[src/rtl/uart_rx.sv]
// -----------------------------------------------------------------------------
// uart_rx
// Serial receiver for the frames produced by uart_tx (same clock domain).
// The frame is a low start bit, 7 or 8 data bits LSB first, an optional
// odd/even parity bit and 1 or 2 high stop bits. The frame format is latched
// when the start bit is first seen, so later changes only affect the next frame.
//
// Ports:
//   clock        system clock, rising edge
//   rst          synchronous active-high reset
//   data_in      serial line, idle high
//   parity_type  00/11 none, 01 odd, 10 even
//   stop_bits    0 one stop bit, 1 two stop bits
//   data_length  0 seven data bits, 1 eight data bits
//   data_out     last received byte (bit 7 is 0 in 7-bit mode)
//   rx_active    high while a frame is being received
//   rx_done      one-cycle strobe; data_out and the error flags update with it
//   parity_error parity mismatch on the last frame
//   frame_error  a stop bit was sampled low on the last frame
// -----------------------------------------------------------------------------
module uart_rx #(
    parameter int CLKS_PER_BIT = 1
) (
    input  logic       clock,
    input  logic       rst,
    input  logic       data_in,
    input  logic [1:0] parity_type,
    input  logic       stop_bits,
    input  logic       data_length,
    output logic [7:0] data_out,
    output logic       rx_active,
    output logic       rx_done,
    output logic       parity_error,
    output logic       frame_error
);

    localparam int CW = $clog2(CLKS_PER_BIT) + 1;
    // position inside a bit period where the line is sampled
    localparam logic [CW-1:0] C_HALF = CW'((CLKS_PER_BIT - 1) / 2);
    // last position of a bit period
    localparam logic [CW-1:0] C_LAST = CW'(CLKS_PER_BIT - 1);
    localparam logic [CW-1:0] C_ZERO = CW'(0);
    localparam logic [CW-1:0] C_ONE  = CW'(1);

    typedef enum logic [2:0] {
        S_IDLE   = 3'd0,
        S_START  = 3'd1,
        S_DATA   = 3'd2,
        S_PARITY = 3'd3,
        S_STOP   = 3'd4,
        S_DONE   = 3'd5,
        S_BREAK  = 3'd6
    } state_t;

    // High when the received data plus parity bit break the selected rule.
    // Only meaningful when parity is enabled.
    function automatic logic parity_fail(input logic [7:0] d, input logic p,
                                         input logic [1:0] ptype);
        logic ones_odd;
        ones_odd    = (^d) ^ p;
        parity_fail = ones_odd ^ (ptype == 2'b01);
    endfunction

    state_t        r_state;
    state_t        w_state_next;
    logic [CW-1:0] r_cnt;
    logic [CW-1:0] w_cnt_next;
    logic [CW-1:0] w_cnt_adv;
    logic [3:0]    r_bit;
    logic [3:0]    w_bit_next;
    logic [7:0]    r_shift;
    logic          r_par_bit;
    logic          r_ferr;
    logic [1:0]    r_cfg_par;
    logic          r_cfg_stop;
    logic          r_cfg_len;
    logic          w_at_sample;
    logic          w_at_end;
    logic          w_begin;
    logic          w_par_en;
    logic [3:0]    w_last_data;
    logic [3:0]    w_last_stop;
    logic [7:0]    w_data;
    logic          w_active_next;

    // r_cnt is the position inside the current bit for this clock edge.
    // In IDLE/DONE/BREAK it is held at zero, so a start edge is position 0.
    assign w_at_sample = (r_cnt == C_HALF);
    assign w_at_end    = (r_cnt == C_LAST);
    assign w_cnt_adv   = w_at_end ? C_ZERO : (r_cnt + C_ONE);

    assign w_par_en    = (r_cfg_par == 2'b01) || (r_cfg_par == 2'b10);
    assign w_last_data = r_cfg_len  ? 4'd7 : 4'd6;
    assign w_last_stop = r_cfg_stop ? 4'd1 : 4'd0;
    // In 7-bit mode only seven shifts happen, leaving the data in [7:1].
    assign w_data      = r_cfg_len ? r_shift : {1'b0, r_shift[7:1]};

    // The completion cycle reports rx_active=0 even if it also starts the next frame.
    assign w_active_next = (r_state != S_DONE) &&
                           (w_state_next inside {S_START, S_DATA, S_PARITY, S_STOP, S_DONE});

    // Next-state, bit-timing and bit-index logic.
    always_comb begin
        w_state_next = r_state;
        w_cnt_next   = w_cnt_adv;
        w_bit_next   = r_bit;
        w_begin      = 1'b0;
        case (r_state)
            S_IDLE: begin
                if (!data_in) begin
                    // Position 0 of a frame; with one clock per bit this is
                    // already the start-bit sample and the bit's last cycle.
                    w_begin      = 1'b1;
                    w_bit_next   = 4'd0;
                    w_state_next = w_at_end ? S_DATA : S_START;
                end else begin
                    w_cnt_next   = C_ZERO;
                    w_state_next = S_IDLE;
                end
            end
            S_START: begin
                if (w_at_sample && data_in) begin
                    w_cnt_next   = C_ZERO;
                    w_state_next = S_IDLE;
                end else if (w_at_end) begin
                    w_state_next = S_DATA;
                end else begin
                    w_state_next = S_START;
                end
            end
            S_DATA: begin
                if (w_at_end && (r_bit == w_last_data)) begin
                    w_bit_next   = 4'd0;
                    w_state_next = w_par_en ? S_PARITY : S_STOP;
                end else if (w_at_end) begin
                    w_bit_next   = r_bit + 4'd1;
                end else begin
                    w_state_next = S_DATA;
                end
            end
            S_PARITY: begin
                if (w_at_end) begin
                    w_state_next = S_STOP;
                end else begin
                    w_state_next = S_PARITY;
                end
            end
            S_STOP: begin
                if (w_at_end && (r_bit == w_last_stop)) begin
                    w_bit_next   = 4'd0;
                    w_state_next = S_DONE;
                end else if (w_at_end) begin
                    w_bit_next   = r_bit + 4'd1;
                end else begin
                    w_state_next = S_STOP;
                end
            end
            S_DONE: begin
                // This cycle is also position 0 of a back-to-back frame.
                if (r_ferr) begin
                    w_cnt_next   = C_ZERO;
                    w_state_next = S_BREAK;
                end else if (!data_in) begin
                    w_begin      = 1'b1;
                    w_bit_next   = 4'd0;
                    w_state_next = w_at_end ? S_DATA : S_START;
                end else begin
                    w_cnt_next   = C_ZERO;
                    w_state_next = S_IDLE;
                end
            end
            S_BREAK: begin
                w_cnt_next = C_ZERO;
                if (data_in) begin
                    w_state_next = S_IDLE;
                end else begin
                    w_state_next = S_BREAK;
                end
            end
            default: begin
                w_cnt_next   = C_ZERO;
                w_bit_next   = 4'd0;
                w_state_next = S_IDLE;
            end
        endcase
    end

    // State and counter registers.
    always_ff @(posedge clock) begin
        if (rst) begin
            r_state <= S_IDLE;
            r_cnt   <= C_ZERO;
            r_bit   <= 4'd0;
        end else begin
            r_state <= w_state_next;
            r_cnt   <= w_cnt_next;
            r_bit   <= w_bit_next;
        end
    end

    // Configuration latch, bit capture and registered outputs.
    always_ff @(posedge clock) begin
        if (rst) begin
            r_shift      <= 8'd0;
            r_par_bit    <= 1'b0;
            r_ferr       <= 1'b0;
            r_cfg_par    <= 2'b00;
            r_cfg_stop   <= 1'b0;
            r_cfg_len    <= 1'b0;
            data_out     <= 8'd0;
            rx_active    <= 1'b0;
            rx_done      <= 1'b0;
            parity_error <= 1'b0;
            frame_error  <= 1'b0;
        end else begin
            rx_active <= w_active_next;
            rx_done   <= (r_state == S_DONE);
            if (r_state == S_DONE) begin
                data_out     <= w_data;
                parity_error <= w_par_en && parity_fail(w_data, r_par_bit, r_cfg_par);
                frame_error  <= r_ferr;
            end
            if (w_begin) begin
                r_cfg_par  <= parity_type;
                r_cfg_stop <= stop_bits;
                r_cfg_len  <= data_length;
                r_ferr     <= 1'b0;
            end
            if ((r_state == S_DATA) && w_at_sample) begin
                r_shift <= {data_in, r_shift[7:1]};
            end
            if ((r_state == S_PARITY) && w_at_sample) begin
                r_par_bit <= data_in;
            end
            // Every stop bit is sampled; any low one marks the frame.
            if ((r_state == S_STOP) && w_at_sample && !data_in) begin
                r_ferr <= 1'b1;
            end
        end
    end

endmodule

[config.mk]
export PLATFORM = sky130hd
export DESIGN_NAME = uart_rx
export DESIGN_NICKNAME = d
export VERILOG_FILES = /design/src/rtl/uart_rx.sv
export SDC_FILE = /design/constraint.sdc
export NUM_CORES = 1
export LEC_CHECK = 0
export ABC_AREA = 1
export ABC_CLOCK_PERIOD_IN_PS = 2300
export BUFFER_PORTS_ARGS = -buffer_cell sky130_fd_sc_hd__buf_2
export CORE_MARGIN = 1
export CORE_UTILIZATION = 55
export CTS_BUF_LIST = sky130_fd_sc_hd__clkbuf_2 sky130_fd_sc_hd__clkbuf_4 sky130_fd_sc_hd__clkbuf_8
export DETAILED_ROUTE_END_ITERATION = 8
export PLACE_DENSITY = 0.83
export SLEW_MARGIN = 20
export SYNTH_ARGS = -nofsm -noshare
export SYNTH_HDL_FRONTEND = slang
export SYNTH_SLANG_ARGS = --single-unit
[constraint.sdc]
create_clock -name clock -period 2.3 [get_ports clock]
set_clock_uncertainty 0.15 [all_clocks]
set_input_delay 0.23 -clock clock [delete_from_list [all_inputs] [get_ports clock]]
set_output_delay 0.23 -clock clock [all_outputs]
set_load 0.05 [all_outputs]
Word-level counts from Yosys, hierarchy flattened
Index checks and enable logic that the tools add are counted.
- input port bits: 7
- word-level logic and storage cells: 86
- register bits: 34
- mux-type cells: 31
- bitwise gates (word level): 4
- eq/ne operators: 17
- add/sub/neg operators: 2
- reduce and logical (&&, ||, !) cells: 18
- operators by type and width (kind ; count):
    2-to-1 mux 3 bit ; 8
    case mux 3 bit (7 select lines) ; 1
    2-to-1 mux 4 bit ; 5
    case mux 4 bit (5 select lines) ; 1
    equality test 3 bit (second input constant) ; 5
    equality test 3 x 2 -> 1 bit (second input constant) ; 4
    2-to-1 mux 1 bit ; 10
    logical AND 1 bit ; 9
    2-to-1 mux 8 bit ; 1
    parity 8 bit ; 1
    equality test 3 x 1 -> 1 bit (second input constant) ; 2
    2-to-1 mux 2 bit ; 3
    OR reduction 3 bit ; 2
    nonzero test 5 bit ; 1
    adder 4 x 1 -> 4 bit (second input constant) ; 1
    equality test 4 x 1 -> 1 bit ; 1
    equality test 4 x 3 -> 1 bit ; 1
    case mux 1 bit (4 select lines) ; 1
    zero test 3 bit ; 1
    != test 3 bit (second input constant) ; 1
    equality test 2 x 1 -> 1 bit (second input constant) ; 1
    equality test 2 bit (second input constant) ; 1
    != test 2 bit (second input constant) ; 1
    NOT 1 bit ; 2
    other kinds (7) ; 8

Depth between registers and ports, before layout
- depth in word-level cells: 8
- gate-level depth with buffers: 12
- mapped depth without buffers: 12

Least setup slack after synthesis
No wires, ideal clock.
- kind: flip-flop to flip-flop
- start point: reg r_cfg_len
- end point: reg rx_active
- path slack: 0.879 ns
- data required time: 2.038 ns
- arrival time: 1.159 ns
- cell stages (with the launch flop): 11
- buffers on the path: 1
- clock period less this slack: 1.421 ns
- library setup time: 0.112 ns
- cells stage by stage: dfxtp_1 -> buf_6 -> xor2_1 -> nor2_1 -> nand3_1 -> inv_2 -> nand2_1 -> nand2_1 -> nand2_1 -> nor2_1 -> nor2_1
- cells in the longest elaborated chain, start to end: 8
- ends and longest elaborated chain (what ; RTL line ; text):
    start, declared ; 76 ; logic r_cfg_len;
    start signal, assigned ; 226 ; r_cfg_len <= data_length;
    2-to-1 mux 1 bit * ; 93 ; assign w_last_data = r_cfg_len ? 4'd7 : 4'd6;
    equality test 4 x 3 -> 1 bit * ; 132 ; if (w_at_end && (r_bit == w_last_data)) begin
    logical AND 1 bit * ; 132 ;
    2-to-1 mux 3 bit * ; 132 ;
    case mux 3 bit (7 select lines) * ; 108 ; case (r_state)
    equality test 3 x 1 -> 1 bit, or another cell as far along ; 100 ; (w_state_next inside {S_START, S_DATA, S_PARITY, S_STOP, S_DONE});
    nonzero test 5 bit * ; 100 ;
    logical AND 1 bit * ; 99 ; assign w_active_next = (r_state != S_DONE) &&
    end signal, assigned ; 216 ; rx_active <= w_active_next;
    end, declared ; 31 ; output logic rx_active,
Every way passes the cells marked *; elsewhere a longest branch is shown, timed or not.
A chain may end at the register's enable or synchronous reset.

Final worst setup path
- start point: reg r_cfg_len
- end point: reg parity_error
- cells in the longest elaborated chain, start to end: 5
- ends and longest elaborated chain (what ; RTL line ; text):
    2-to-1 mux 8 bit ; 96 ; assign w_data = r_cfg_len ? r_shift : {1'b0, r_shift[7:1]};
    parity 8 bit ; 60 ; ones_odd = (^d) ^ p;
    bitwise XOR 1 bit ; 60 ;
    bitwise XOR 1 bit ; 61 ; parity_fail = ones_odd ^ (ptype == 2'b01);
    logical AND 1 bit ; 220 ; parity_error <= w_par_en && parity_fail(w_data, r_par_bit, r_cfg_par);
    end signal, assigned ; 220 ;
    end, declared ; 33 ; output logic parity_error,
No other way between the ends.

==> results_dict.tcl <==
set metrics [dict create \
    crit_slowest_cell "dfxtp_1" \
    critical-path-max-stage-delay_ns 0.60 \
    fin_crit_ns 1.825 \
    ys_types 29 \
    end_kind "flop" \
    avgSynthCellArea_um2 6.727 \
    ctsResizeCount 0 \
    cts.sinks 33 \
    layout-drive-gt1-share_pct 12.27 \
    viasPerCell 5.300 \
    routed.top_layer "met4" \
    finalHoldViolCount 0 \
    seq_area_frac_synth_pct 39.76 \
    start_util_pct 59.23 \
    path_depth 12 \
    cts.htree.levels 2 \
    synthTopCellsByArea "dfxtp_1, nand2_1, o21ai_0, inv_1, nand3_1" \
    crit_chain "buf_4 -> nand2_1 -> nand2_1 -> nand2_1 -> nand2_1 -> nand2_1 -> nand2_1 -> nand3_1 -> nand3b_1 -> nand2_1 -> nand2_1 -> nand2_1" \
    coreArea_mm2 0.002805 \
    grt_pass1_vias 1381 \
    wl_met1_um 1732 \
    syn-num-nets 256 \
    fmax_ghz 0.5479 \
    synth_top_area_cell "dfxtp_1" \
    clockBufferDepth 2 \
    slew_headroom_pct 68.55 \
    min_path_type "in -> reg" \
    vias 1590 \
    ios 19 \
    wl_met3_um 160 \
    num-fill-cells 255 \
    path_common_cell "nand2_1" \
    required_ns 2.39 \
    antenna_found_initial 0 \
    final_cell_area_mm2 0.001833 \
    cts_buffers 5 \
    cts_tree "built" \
    dr.pass1.iters 6 \
    die_w_um 56.97 \
    synth_top_area_share_pct 39.76 \
    tns_ns 0 \
    cts_setup_buffers 0 \
    path_buf_inv 1 \
    critical_path.top_delay_family "simple AND/OR/NAND/NOR gates" \
    postLayoutSetupSlackWorst_ns 0.4750 \
    arrival_ns 1.91 \
    gp_congestion 0.8681 \
    drt_iter0_drc 77 \
    drtAntennaViolNets 0 \
    dp_hpwl_um 2484 \
    fin_nets 279 \
    track_usage_pct 24.10 \
    portBuffers 18 \
    power_density_mw_per_mm2 618.3 \
    wl_per_cell_um 11.27 \
    synthFlopType "dfxtp_1" \
    setup_viol 0 \
    rsz0062_at_grt "no" \
    synth_warnings 0 \
    cp_max_fo 14 \
    run_status "finished with violations" \
    violations "design-rule violations" \
    worstSetupPathType "reg -> reg" \
    worstMarginPinSlew_ns 0.4692 \
    post-place-ws_ns 0.5051 \
    placed_cell_area_mm2 0.001770 \
    synth-async-reset-ratio_pct 0 \
    synth-edff-count 0 \
    cts.clk_slew.worst_paths_ns 0.10 \
    grt_pass1_wl_um 5989 \
    synth-seq-cells 33 \
    drv_slew 0 \
    area_delta_synth_final_pct 10.32 \
    grt_overflow_total 0 \
    max-vdd-ir-drop_v 0.0004273 \
    drt_wl_total_um 3382 \
    drc 8 \
    dr_wl_met2_um 1442 \
    static-leakage-power_nw 0.8626 \
    period_share_pct 79.35 \
    reg2regPathDepth 12 \
    critPathLaunchType "flop" \
    worstHoldPathCells 3 \
    clock_latency_ns 0.33 \
    syn_inst 247 \
    cap_violations 0 \
    p_total_mw 1.133 \
    hold_ws_ns 0.02540 \
    die-area_mm2 0.003245 \
    grt_max_degree 17 \
    netlist_area_mm2 0.001662 \
    rows 19 \
    cts-root-buf "clkbuf_4" \
    num_antenna_cells 0 \
    die_h_um 56.97 \
]
## metal layers
layer / global-route usage [%] / up-vias
li1: - / 848
met1: 31.95 / 703
met2: 36.64 / 34
met3: 7.937 / 5
met4: 9.059 / 0
met5: 0 / -
## cells by family (layout without fill, tap and decap cells)
logic type / Yosys count / after routing / share of synthesized area, %
buffers and inverters: 35 / 57 / 8.660
AO/OA/AOI/OAI: 50 / 50 / 16.27
XOR/XNOR: 6 / 6 / 3.163
AND/OR/NAND/NOR: 121 / 121 / 30.65
adder cells (fa/ha/maj): 2 / 2 / 1.506
flip-flops: 33 / 33 / 39.76
## cell usage in the layout (no fill, tap or decap)
cell           synthesis  routed
nand2_1               75      75
dfxtp_1               33      33
inv_1                 27      27
o21ai_0               26      26
nor2_1                18      18
nand3_1               18      18
buf_2                  1      18
a21oi_1               16      16
xor2_1                 5       5
clkbuf_4               0       5
nor2_2                 3       3
inv_2                  2       2
nand4_1                2       2
a31oi_1                2       2
ha_1                   2       2
dlygate4sd3_1          0       2
buf_4                  1       2
nand3_2                1       1
nor3_2                 1       1
o21ai_1                1       1
a311oi_1               1       1
o211ai_1               1       1
a22o_1                 1       1
nor3_1                 1       1
nor4_1                 1       1
a32o_1                 1       1
xnor2_1                1       1
nand3b_1               1       1
a22oi_1                1       1
clkinv_2               0       1
## cells in the mapped netlist, drive strengths merged (2+ instances only)
cell type,count
a21oi,16
nand2,75
xor2,5
o21ai,27
ha,2
buf,3
nor3,2
nor2,21
inv,29
dfxtp,33
a31oi,2
nand4,2
nand3,19
clkbuf,3
## what timing repair did
action                                  in CTS  in global routing
endpoints found under the hold margin        2                  0
hold buffers                                 2                  0
endpoints found under the setup margin       0                  0
## final timing paths
path	startpoint	to	slack (ns)
max	r_cfg_len$_SDFFE_PP0P_	parity_error$_SDFFE_PP0N_	0.48
max reg2reg	r_cfg_len$_SDFFE_PP0P_	parity_error$_SDFFE_PP0N_	0.48
min reg2reg	parity_error$_SDFFE_PP0N_	parity_error$_SDFFE_PP0N_	0.31
min	parity_type[1]	r_cfg_par[1]$_SDFFE_PP0P_	0.03
## tightest hold or removal path: stages
cell and delay [ns]:
buf_2 0.07, o21ai_0 0.07, a21oi_1 0.10
## registers in the layout (all words and copies together) (netlist names)
signal	flops
data_out	8
r_shift	8
r_bit	4
r_state	3
r_cfg_par	2
frame_error	1
parity_error	1
r_cfg_len	1
r_cfg_stop	1
r_ferr	1
r_par_bit	1
rx_active	1
rx_done	1
## power breakdown
group,switching [mW],leakage [nW],internal (mW)
Clock,0.188,0.0269,0.106
Sequential,0.0235,0.269,0.595
Combinational,0.143,0.567,0.0770
## area by class of cell
class	count	area, um2	share of cell area [%]
multi-input cells	179	857.1	46.76
flip-flops and latches	33	660.6	36.04
repair buffers	22	125.1	6.826
inverters	29	108.9	5.939
well taps	31	38.79	2.116
clock buffers	5	37.54	2.048
clock inverters	1	5.005	0.2730
## through the flow
stage          std cells  utilization (%)
6_report             300            65.34
5_1_grt              300            65.34
4_1_cts              300            65.34
3_5_place_dp         292            63.11
3_3_place_gp         292            63.11
2_1_floorplan        247                -
Note: power is estimated with default switching activity, not from simulation.
